`config.mk`:
```
export PLATFORM = sky130hd
export DESIGN_NAME = gray_counter
export DESIGN_NICKNAME = d
export VERILOG_FILES = /design/src/rtl/gray_counter.sv
export SDC_FILE = /design/constraint.sdc
export NUM_CORES = 1
export LEC_CHECK = 0
export BUFFER_PORTS_ARGS = -buffer_cell sky130_fd_sc_hd__buf_2
export CAP_MARGIN = 20
export CORE_AREA = 4 4 41 43
export DETAILED_ROUTE_END_ITERATION = 8
export DIE_AREA = 0 0 45 47
export MAX_ROUTING_LAYER = met4
export PLACE_DENSITY_LB_ADDON = 0.15
export SKIP_CTS_REPAIR_TIMING = 1
export SYNTH_ARGS = -nofsm -noshare
export SYNTH_HDL_FRONTEND = slang
export SYNTH_SLANG_ARGS = --single-unit
```
`constraint.sdc`:
```
create_clock -name Clk -period 2.25 [get_ports Clk]
set_clock_uncertainty 0.15 [all_clocks]
set_input_delay 0.3375 -clock Clk [delete_from_list [all_inputs] [get_ports Clk]]
set_output_delay 0.3375 -clock Clk [all_outputs]
set_load 0.005 [all_outputs]
```
`src/rtl/gray_counter.sv`:
```
`default_nettype none
// ============================================================================
// Module      : gray_counter
// Description : Enable-gated up-counter with registered Gray-coded output and
//               a sticky overflow flag set on wrap to zero. Defining
//               GRAY_COUNTER_BIN_OUT_EN adds the BinOut port (binary count).
// Revision    : 1.0 - initial release
// ============================================================================
module gray_counter #(
    parameter int WIDTH = 3
) (
    input  logic             Clk,
    input  logic             Reset,
    input  logic             En,
`ifdef GRAY_COUNTER_BIN_OUT_EN
    output logic [WIDTH-1:0] BinOut,
`endif
    output logic [WIDTH-1:0] Output,
    output logic             Overflow
);

    logic [WIDTH-1:0] cnt;
    logic [WIDTH-1:0] g;
    logic             ovf;
    logic [WIDTH-1:0] cnt_next;

    assign cnt_next = cnt + 1'b1;

    // Gray code is registered from the next binary value so Output never glitches.
    always_ff @(posedge Clk) begin
        if (Reset) begin
            cnt <= '0;
            g   <= '0;
            ovf <= 1'b0;
        end else if (En) begin
            cnt <= cnt_next;
            g   <= cnt_next ^ (cnt_next >> 1);
            if (&cnt)
                ovf <= 1'b1;
        end
    end

    assign Output   = g;
    assign Overflow = ovf;
`ifdef GRAY_COUNTER_BIN_OUT_EN
    assign BinOut   = cnt;
`endif

endmodule
`default_nettype wire

```
---- Yosys cells after proc, flatten, opt, wreduce, memory -nomap -nowiden ----
Index checks and enable logic that the tools add are counted.
storage, ports and cells
  bits in registers ....................... 7
  bits in latches ......................... 0
  bits in writable memories ............... 0
  ROM bits ................................ 0
  input port bits ......................... 3
  output and inout port bits .............. 4
  word-level logic and storage cells ...... 6
  memories ................................ 0
operators by class
  add/subtract/negate cells ............... 1
  $mul .................................... 0
  div/mod/pow operators ................... 0
  order comparisons ....................... 0
  eq/ne operators ......................... 0
  shifts and indexed selects .............. 0
  multiplexer cells ....................... 0
  bitwise gates (word level) .............. 1
  reductions and logical operators ........ 1
operators with widths
  operator                                     count
  AND reduction 4 bit                          1
  adder 3 x 1 -> 3 bit, second input constant  1
  bitwise XOR 3 x 2 -> 3 bit                   1

---- Depth between registers and ports, before layout ----
Gate-level depths: netlist of run 1.
  depth after elaboration ................. 2
  depth in mapped cells ................... 4
  mapped depth without buffers ............ 4

---- Least setup slack after synthesis of run 1 ----
OpenSTA, ideal clock, no wires.
  kind .................................... flip-flop to flip-flop
  start ................................... register cnt[0]
  end ..................................... register g[1], in the netlist Output[1]
  setup time .............................. 0.114 ns
  arrival time ............................ 1.213 ns
  data required time ...................... 1.986 ns
  setup slack ............................. 0.772 ns
  stages on the path, launching flop included .. 5
  path buffers ............................ 0
  period minus slack after synthesis ...... 1.478 ns
  cells stage by stage .................... dfxtp_1 ha_1 xor3_1 mux2i_1 nor2_1
on the way
  longest elaborated chain between the ends .. 2
ends and longest elaborated chain
  element                     RTL line  RTL
  start, declared             22        logic [WIDTH-1:0] cnt;
  start signal, assigned      36        cnt <= cnt_next;
  adder 3 x 1 -> 3 bit        27        assign cnt_next = cnt + 1'b1;
  net cnt_next[1]             25        logic [WIDTH-1:0] cnt_next;
  bitwise XOR 3 x 2 -> 3 bit  37        g <= cnt_next ^ (cnt_next >> 1);
  end signal, assigned        37
  end, declared               23        logic [WIDTH-1:0] g;
The timed path passes the listed nets, and every way through them passes these cells.
A chain may end at the register's enable or synchronous reset.

---- Worst setup path in the final report of run 1 ----
Ends and elaborated chain as after synthesis.

==> summary.md, run 1 <==
| Metric | Value |
|---|---|
| Crit start category | flop |
| Nets | 37 |
| Global routing usage on met2 | 7.062% |
| Vias in the first global route | 166 |
| Worst-Margin Slew | 0.1834 ns |
| Drt first pass iters | 1 |
| Register-to-Register Path Depth | 4 |
| Largest net degree at the start of global routing | 7 |
| Tcrit/Tclk final | 70.16% |
| Number of distinct library cells after synthesis | 11 |
| Inserted Clock Buffers | 3 |
| DR WL/cell | around 10 um |
| Worst-path fanout max | 4 |
| Worst-path clk slew | 0.05 ns |
| Syn Area/Cell | 11.10 um2 |
| Final Setup Violations | 0 |
| Setup TNS | 0 ns |
| Initial core utilization | between 20 and 25% |
| DRC | 0 |
| Hold Path Depth | 2 |
| Yosys top cell area share | a little under half |
| Synth top area cells | dfxtp_1 45%, mux2i_1 11%, xor3_1 8.9% |
| Setup crit end kind | flop |
| Met3 usage | 7.280% |
| Flip-flop and latch area | 120.1 um2 |
| Root Buffer | clkbuf_4 |
| Reg2reg start | cnt[0] |
| Syn. warnings | 0 |
| IO buf count | 6 |
| # IOs | 7 |
| Final hold slack | 0.1842 ns |
| Area leader, netlist | dfxtp_1 |
| Post-route cell area | 319.1 um2 |
| Fmax | about 0.63 GHz |
| Core area | 1301 um2 |
| RSZ-0062 raised after global routing | false |
| Clock Latency Late Sink | 0.24 ns |
| Status | finished, final reports clean |
| Chip width | 45 um |
| DIE AREA | 2115 um2 |
| Footprint of the multi-input gates | between 100 and 150 um2 |
| Area post-placement | 296.5 um2 |
| Setup slack, reg-to-reg | 0.67 ns |
| Via count | around 180 |
| H-tree depth | 1 |
| GPL Wtd Cong | 0.6863 |
| Tot GR Track Use | 5.810% |
| WP data arrival | 1.56 ns |
| Final-report hold violation count | 0 |
| Share of layout cells above drive strength 1 | around 29% |
| Seq/Total Area, Yosys | 45.07% |
| Area Overhead vs Synth | 19.72% |
| Via-to-Cell Ratio | just under 4 |
| Initial DRC Count | 0 |
| CTS tree | yes |
| Reg-to-reg endpoint | Output[1] |
| Row Count | 13 |
| Net Count, Synth | 28 |
| M1 GR Usage | 5.505% |
| Fill cells | about 160 |
| Die height | 47 um |
| Rel. slew slack | 87.75% |
| Grt ovf | 0 |
| CP required | 2.23 ns |
| Clk buf depth | 2 |
| Hold path start | Reset |
| Leakage | 0.0001491 uW |
| Antenna viol nets, final | 0 |
| CTS Sinks | 6 |
| Hold/Removal Path Class | in2reg |
| Synthesized area | 266.5 um2 |
| Gr busiest metal | met3 |
| Worst VDD drop | 0.4263 mV |
| Min Tclk post-route | 1.579 ns |
| WHS Endpoint | cnt[0] |
| Number of synthesized register bits | 6 |
| Final WL | 461 um |
| Global-route wire length before repair | 724 um |
| Setup CP Type | reg2reg |
| Pins Over Slew Limit | 0 |
| Cell count after synthesis | 24 |
| Number of max-cap violations | 0 |
| N_diodes | 0 |
| P per Cell Area | 825.1 nW/um2 |
| Antenna violations before repair | 0 |
[Yosys cell counts]
cell type and n:
dfxtp_1 6, nor2_1 6, buf_6 1, a41oi_1 1, nand2_1 1, xnor2_1 2, buf_4 1, xor2_1 1
xor3_1 1, ha_1 1, mux2i_1 3
[metrics by stage]
stage | util (%) | std cells | power, uW | setup WS (ns)
finish | 24.52 | 46 | 263.3 | 0.6714
global route | 24.52 | 46 | 281.9 | 0.6282
CTS | 24.52 | 46 | 270.8 | 0.6567
detailed placement | 22.79 | 43 | 168.1 | 0.6828
global placement | 22.79 | 43 | 167.2 | 0.6981
floorplan | - | 24 | 157.4 | 0.7721
[worst max-delay path by stage]
| stage | start | end |
|---|---|---|
| 5_1_grt | cnt[0] | Output[1] |
| 6_report | cnt[0] | Output[1] |
| 4_1_cts | cnt[0] | Output[1] |
| 2_1_floorplan | cnt[0] | Output[1] |
| 3_5_place_dp | cnt[0] | Output[1] |
| 3_3_place_gp | cnt[0] | Output[1] |
[critical path, cell delays in order (launching register included)]
cell,delay [ns]
dfxtp_1,0.35
ha_1,0.35
xor3_1,0.42
mux2i_1,0.14
nor2_1,0.05
[logic make-up (layout without fill, tap and decap cells)]
kind of cell               count (synthesis)  after routing  share of synthesized area, %
and+or+nand+nor                            7              7                         9.857
DFF                                        6              6                         45.07
AOI/OAI and AO/OA                          1              1                         3.287
buffers and inverters                      2              9                         7.043
xor gates and xnor gates                   4              4                         18.78
muxes                                      3              3                         11.27
adders and majority gates                  1              1                         4.694
[area by class of cell]
class | count | share of cell area [%]
Tap cell | 15 | 5.882
Multi-Input combinational cell | 16 | 40.00
Clock buffer | 3 | 7.059
Sequential cell | 6 | 37.65
Timing Repair Buffer | 6 | 9.412
[state kept, by name, summed over array words and instances, names as in the netlist]
name	count
Output	2
Overflow	1
cnt	3
[placed cells by master, fill, tap and decap left out]
cell type	count
xnor2_1	2
clkbuf_4	3
nor2_1	6
dfxtp_1	6
xor2_1	1
xor3_1	1
nand2_1	1
buf_2	6
mux2i_1	3
ha_1	1
a41oi_1	1
[report_power, final]
| group | internal (uW) | total [uW] | leakage (uW) | switching, uW |
|---|---|---|---|---|
| Clock | 60.3 | 98.0 | 0.0000138 | 37.8 |
| Combinational | 26.3 | 43.7 | 0.0000862 | 17.4 |
| Sequential | 115 | 122 | 0.0000491 | 6.26 |
[layer usage]
metal | share of wire, % | routed length [um]
met5 | 0 | 0
met4 | 0 | 0
met3 | 15 | 68
met2 | 43 | 200
met1 | 42 | 193
(Power assumes the default switching activity.)
==> run 2, diff against run 1 <==
==> constraint.sdc (replaced) <==
create_clock -name Clk -period 1.6 [get_ports Clk]
set_clock_uncertainty 0.15 [all_clocks]
set_input_delay 0.24 -clock Clk [delete_from_list [all_inputs] [get_ports Clk]]
set_output_delay 0.24 -clock Clk [all_outputs]
set_load 0.005 [all_outputs]
==> summary.md, run 2 (synthesis gave the netlist of run 1 again) <==
| Metric | Value |
|---|---|
| Status | finished, final reports clean |
| Core area | 1301 um2 (unchanged) |
| Biggest register | cnt |
| RSZ-0062 raised after global routing | false |
| Net Sw Frac | 23.70% (+0.38 points) |
| Initial DRC Count | 2 (+2) |
| Reg2reg start | cnt[1] |
| Clock Latency Late Sink | 0.25 ns (about the same) |
| Share of layout cells above drive strength 1 | 33.33% (+4.3 points) |
| Via count | 195 (+8.9%) |
| CP required | 1.58 ns (-0.65 ns) |
| Inserted Clock Buffers | 3 (unchanged) |
| N_diodes | 0 (unchanged) |
| Initial core utilization | 20.48% (unchanged) |
| Critical path cell sequence | ha_1 > xor3_1 > mux2i_1 > nor2_1 |
| Leakage | 0.0001593 uW (+6.8%) |
| Setup crit end kind | flop |
| Fill cells | 154 (-0.65%) |
| Die height | 47 um (unchanged) |
| Gate power share | 19.0% (+2.4 points) |
| Hpwl dp | roughly 360 um |
| Commonest cells after routing, fill and taps aside | 6 x dfxtp_1, 6 x nor2_1, 6 x buf_2 |
| Beginning of the critical path | cnt[1] |
| Finished Core Util | 25.67% (+1.2 points) |
| Root Buffer | clkbuf_4 |
| Clk buf depth | 2 (unchanged) |
| Worst-Margin Slew | 0.1688 ns (-0.01460 ns) |
| Global-route wire length before repair | 710 um (-1.9%) |
| Number of max-cap violations | 0 (unchanged) |
| Worst-path clk slew | 0.05 ns (about the same) |
| P_int | 292.0 uW (+45%) |
| Vias in the first global route | 178 (+7.2%) |
| Net Switching | 90.70 uW (+48%) |
| GPL Wtd Cong | 0.7094 (+3.4%) |
| Footprint of the multi-input gates | 127.6 um2 (unchanged) |
| Hold Path Depth | 2 (unchanged) |
| Grt ovf | 0 (unchanged) |
| P per Cell Area | 1146 nW/um2 (+39%) |
| Tcrit/Tclk final | 91.07% (+21 points) |
| Final-report hold violation count | 0 (unchanged) |
| DIE AREA | 2115 um2 (unchanged) |
| Fmax | 0.6863 GHz (+8.3%) |
| Row Count | 13 (unchanged) |
| Slowest CP cell | xor3_1 |
| Drt first pass iters | 2 (+1) |
| Setup CP Type | reg2reg |
| Chip width | 45 um (unchanged) |
| Antenna violations before repair | 0 (unchanged) |
| IO buf count | 6 (unchanged) |
| CTS tree | yes |
| Finished Layout Cells | 48 (+4.3%) |
| CTS Sinks | 6 (unchanged) |
| DRC | 0 (unchanged) |
| Antenna viol nets, final | 0 (unchanged) |
| Share of power burned in registers | 44.0% (-2.2 points) |
| Nets | 39 (+5.4%) |
| Final Setup Violations | 0 (unchanged) |
| Final WL | 475 um (+3.0%) |
| Crit start category | flop |
| Clock share of power | 36.9% (-0.3 points) |
| Area Overhead vs Synth | 25.35% |
| Max reg flops | 3 (unchanged) |
| Hold/Removal Path Class | in2reg |
| DR WL/cell | 9.896 um (-1.3%) |
| Register-to-Register Path Depth | 4 (unchanged) |
| H-tree depth | 1 (unchanged) |
| Worst-path fanout max | 3 (-1) |
| Worst VDD drop | 0.4305 mV (+0.98%) |
| WP data arrival | 1.44 ns (-0.12 ns) |
| Max stage delay on crit path | 0.39 ns (-0.03 ns) |
| Rel. slew slack | 88.60% (+0.84 points) |
| Via-to-Cell Ratio | 4.063 (+4.4%) |
| Hold path start | Reset |
| Flip-flop and latch area | 120.1 um2 (unchanged) |
| Pins Over Slew Limit | 0 (unchanged) |
| Final hold slack | 0.08591 ns (-0.09828 ns) |
| Largest net degree at the start of global routing | 7 (unchanged) |
| Placed Cells | 45 (+4.7%) |
| # IOs | 7 (unchanged) |
| Setup TNS | 0 ns (unchanged) |
| Tot GR Track Use | 5.646% (-0.16 points) |
| Min Tclk post-route | 1.457 ns (-0.1215 ns) |
## run 2: cell count changes in the layout (fill, tap and decap cells not counted), sizes merged
cell / previous run / this run
buf: 6 / 8
## run 2: area by class of cell
type / count / area share (%)
multi-input cells: 16 / 38.20
flip-flops and latches: 6 / 35.96
repair buffers: 8 / 13.48
clock buffers: 3 / 6.742
well taps: 15 / 5.618
## run 2: stage by stage
step / instance area (um2) / total power, uW / setup slack [ns]
after floorplan: 266.5 / 221.4 / 0.1221
after global placement: 311.5 / 244.7 / 0.1687
after detailed placement: 311.5 / 245.5 / 0.1397
after CTS: 334.1 / 393.9 / 0.1238
after global routing: 334.1 / 413.2 / 0.09083
final: 334.1 / 382.7 / 0.1430
## run 2: path summary, 6_finish.rpt
check	slack, ns	to
worst max register to register	0.14	Output[1]
worst min-delay path	0.09	Output[0]
worst max-delay path	0.14	Output[1]
worst min register to register	0.32	Overflow
## run 2: routing by layer
metal  track usage [%]  up-vias  routed length [um]
met5                 -        -                   0
met4             1.754        0                   0
met3             7.280        0                  66
met2             7.062        8                 195
met1             5.046       90                 213
li1                  -       97                   -
## run 2: power by group through the flow
stage / clock (uW) / combinational, uW / sequential, uW
3_5_place_dp: 0 / 73.9 / 172
6_report: 141 / 72.9 / 169
2_1_floorplan: 0 / 48.2 / 173
3_3_place_gp: 0 / 73.1 / 172
4_1_cts: 151 / 74.1 / 169
5_1_grt: 164 / 79.5 / 169
## run 2: worst max-delay path, delay by kind of cell (launching register included)
kind,cells,cell delay (ns)
flops,1,0.32
fa+ha+maj,1,0.29
xor+xnor,1,0.39
simple gates,1,0.05
mux,1,0.15
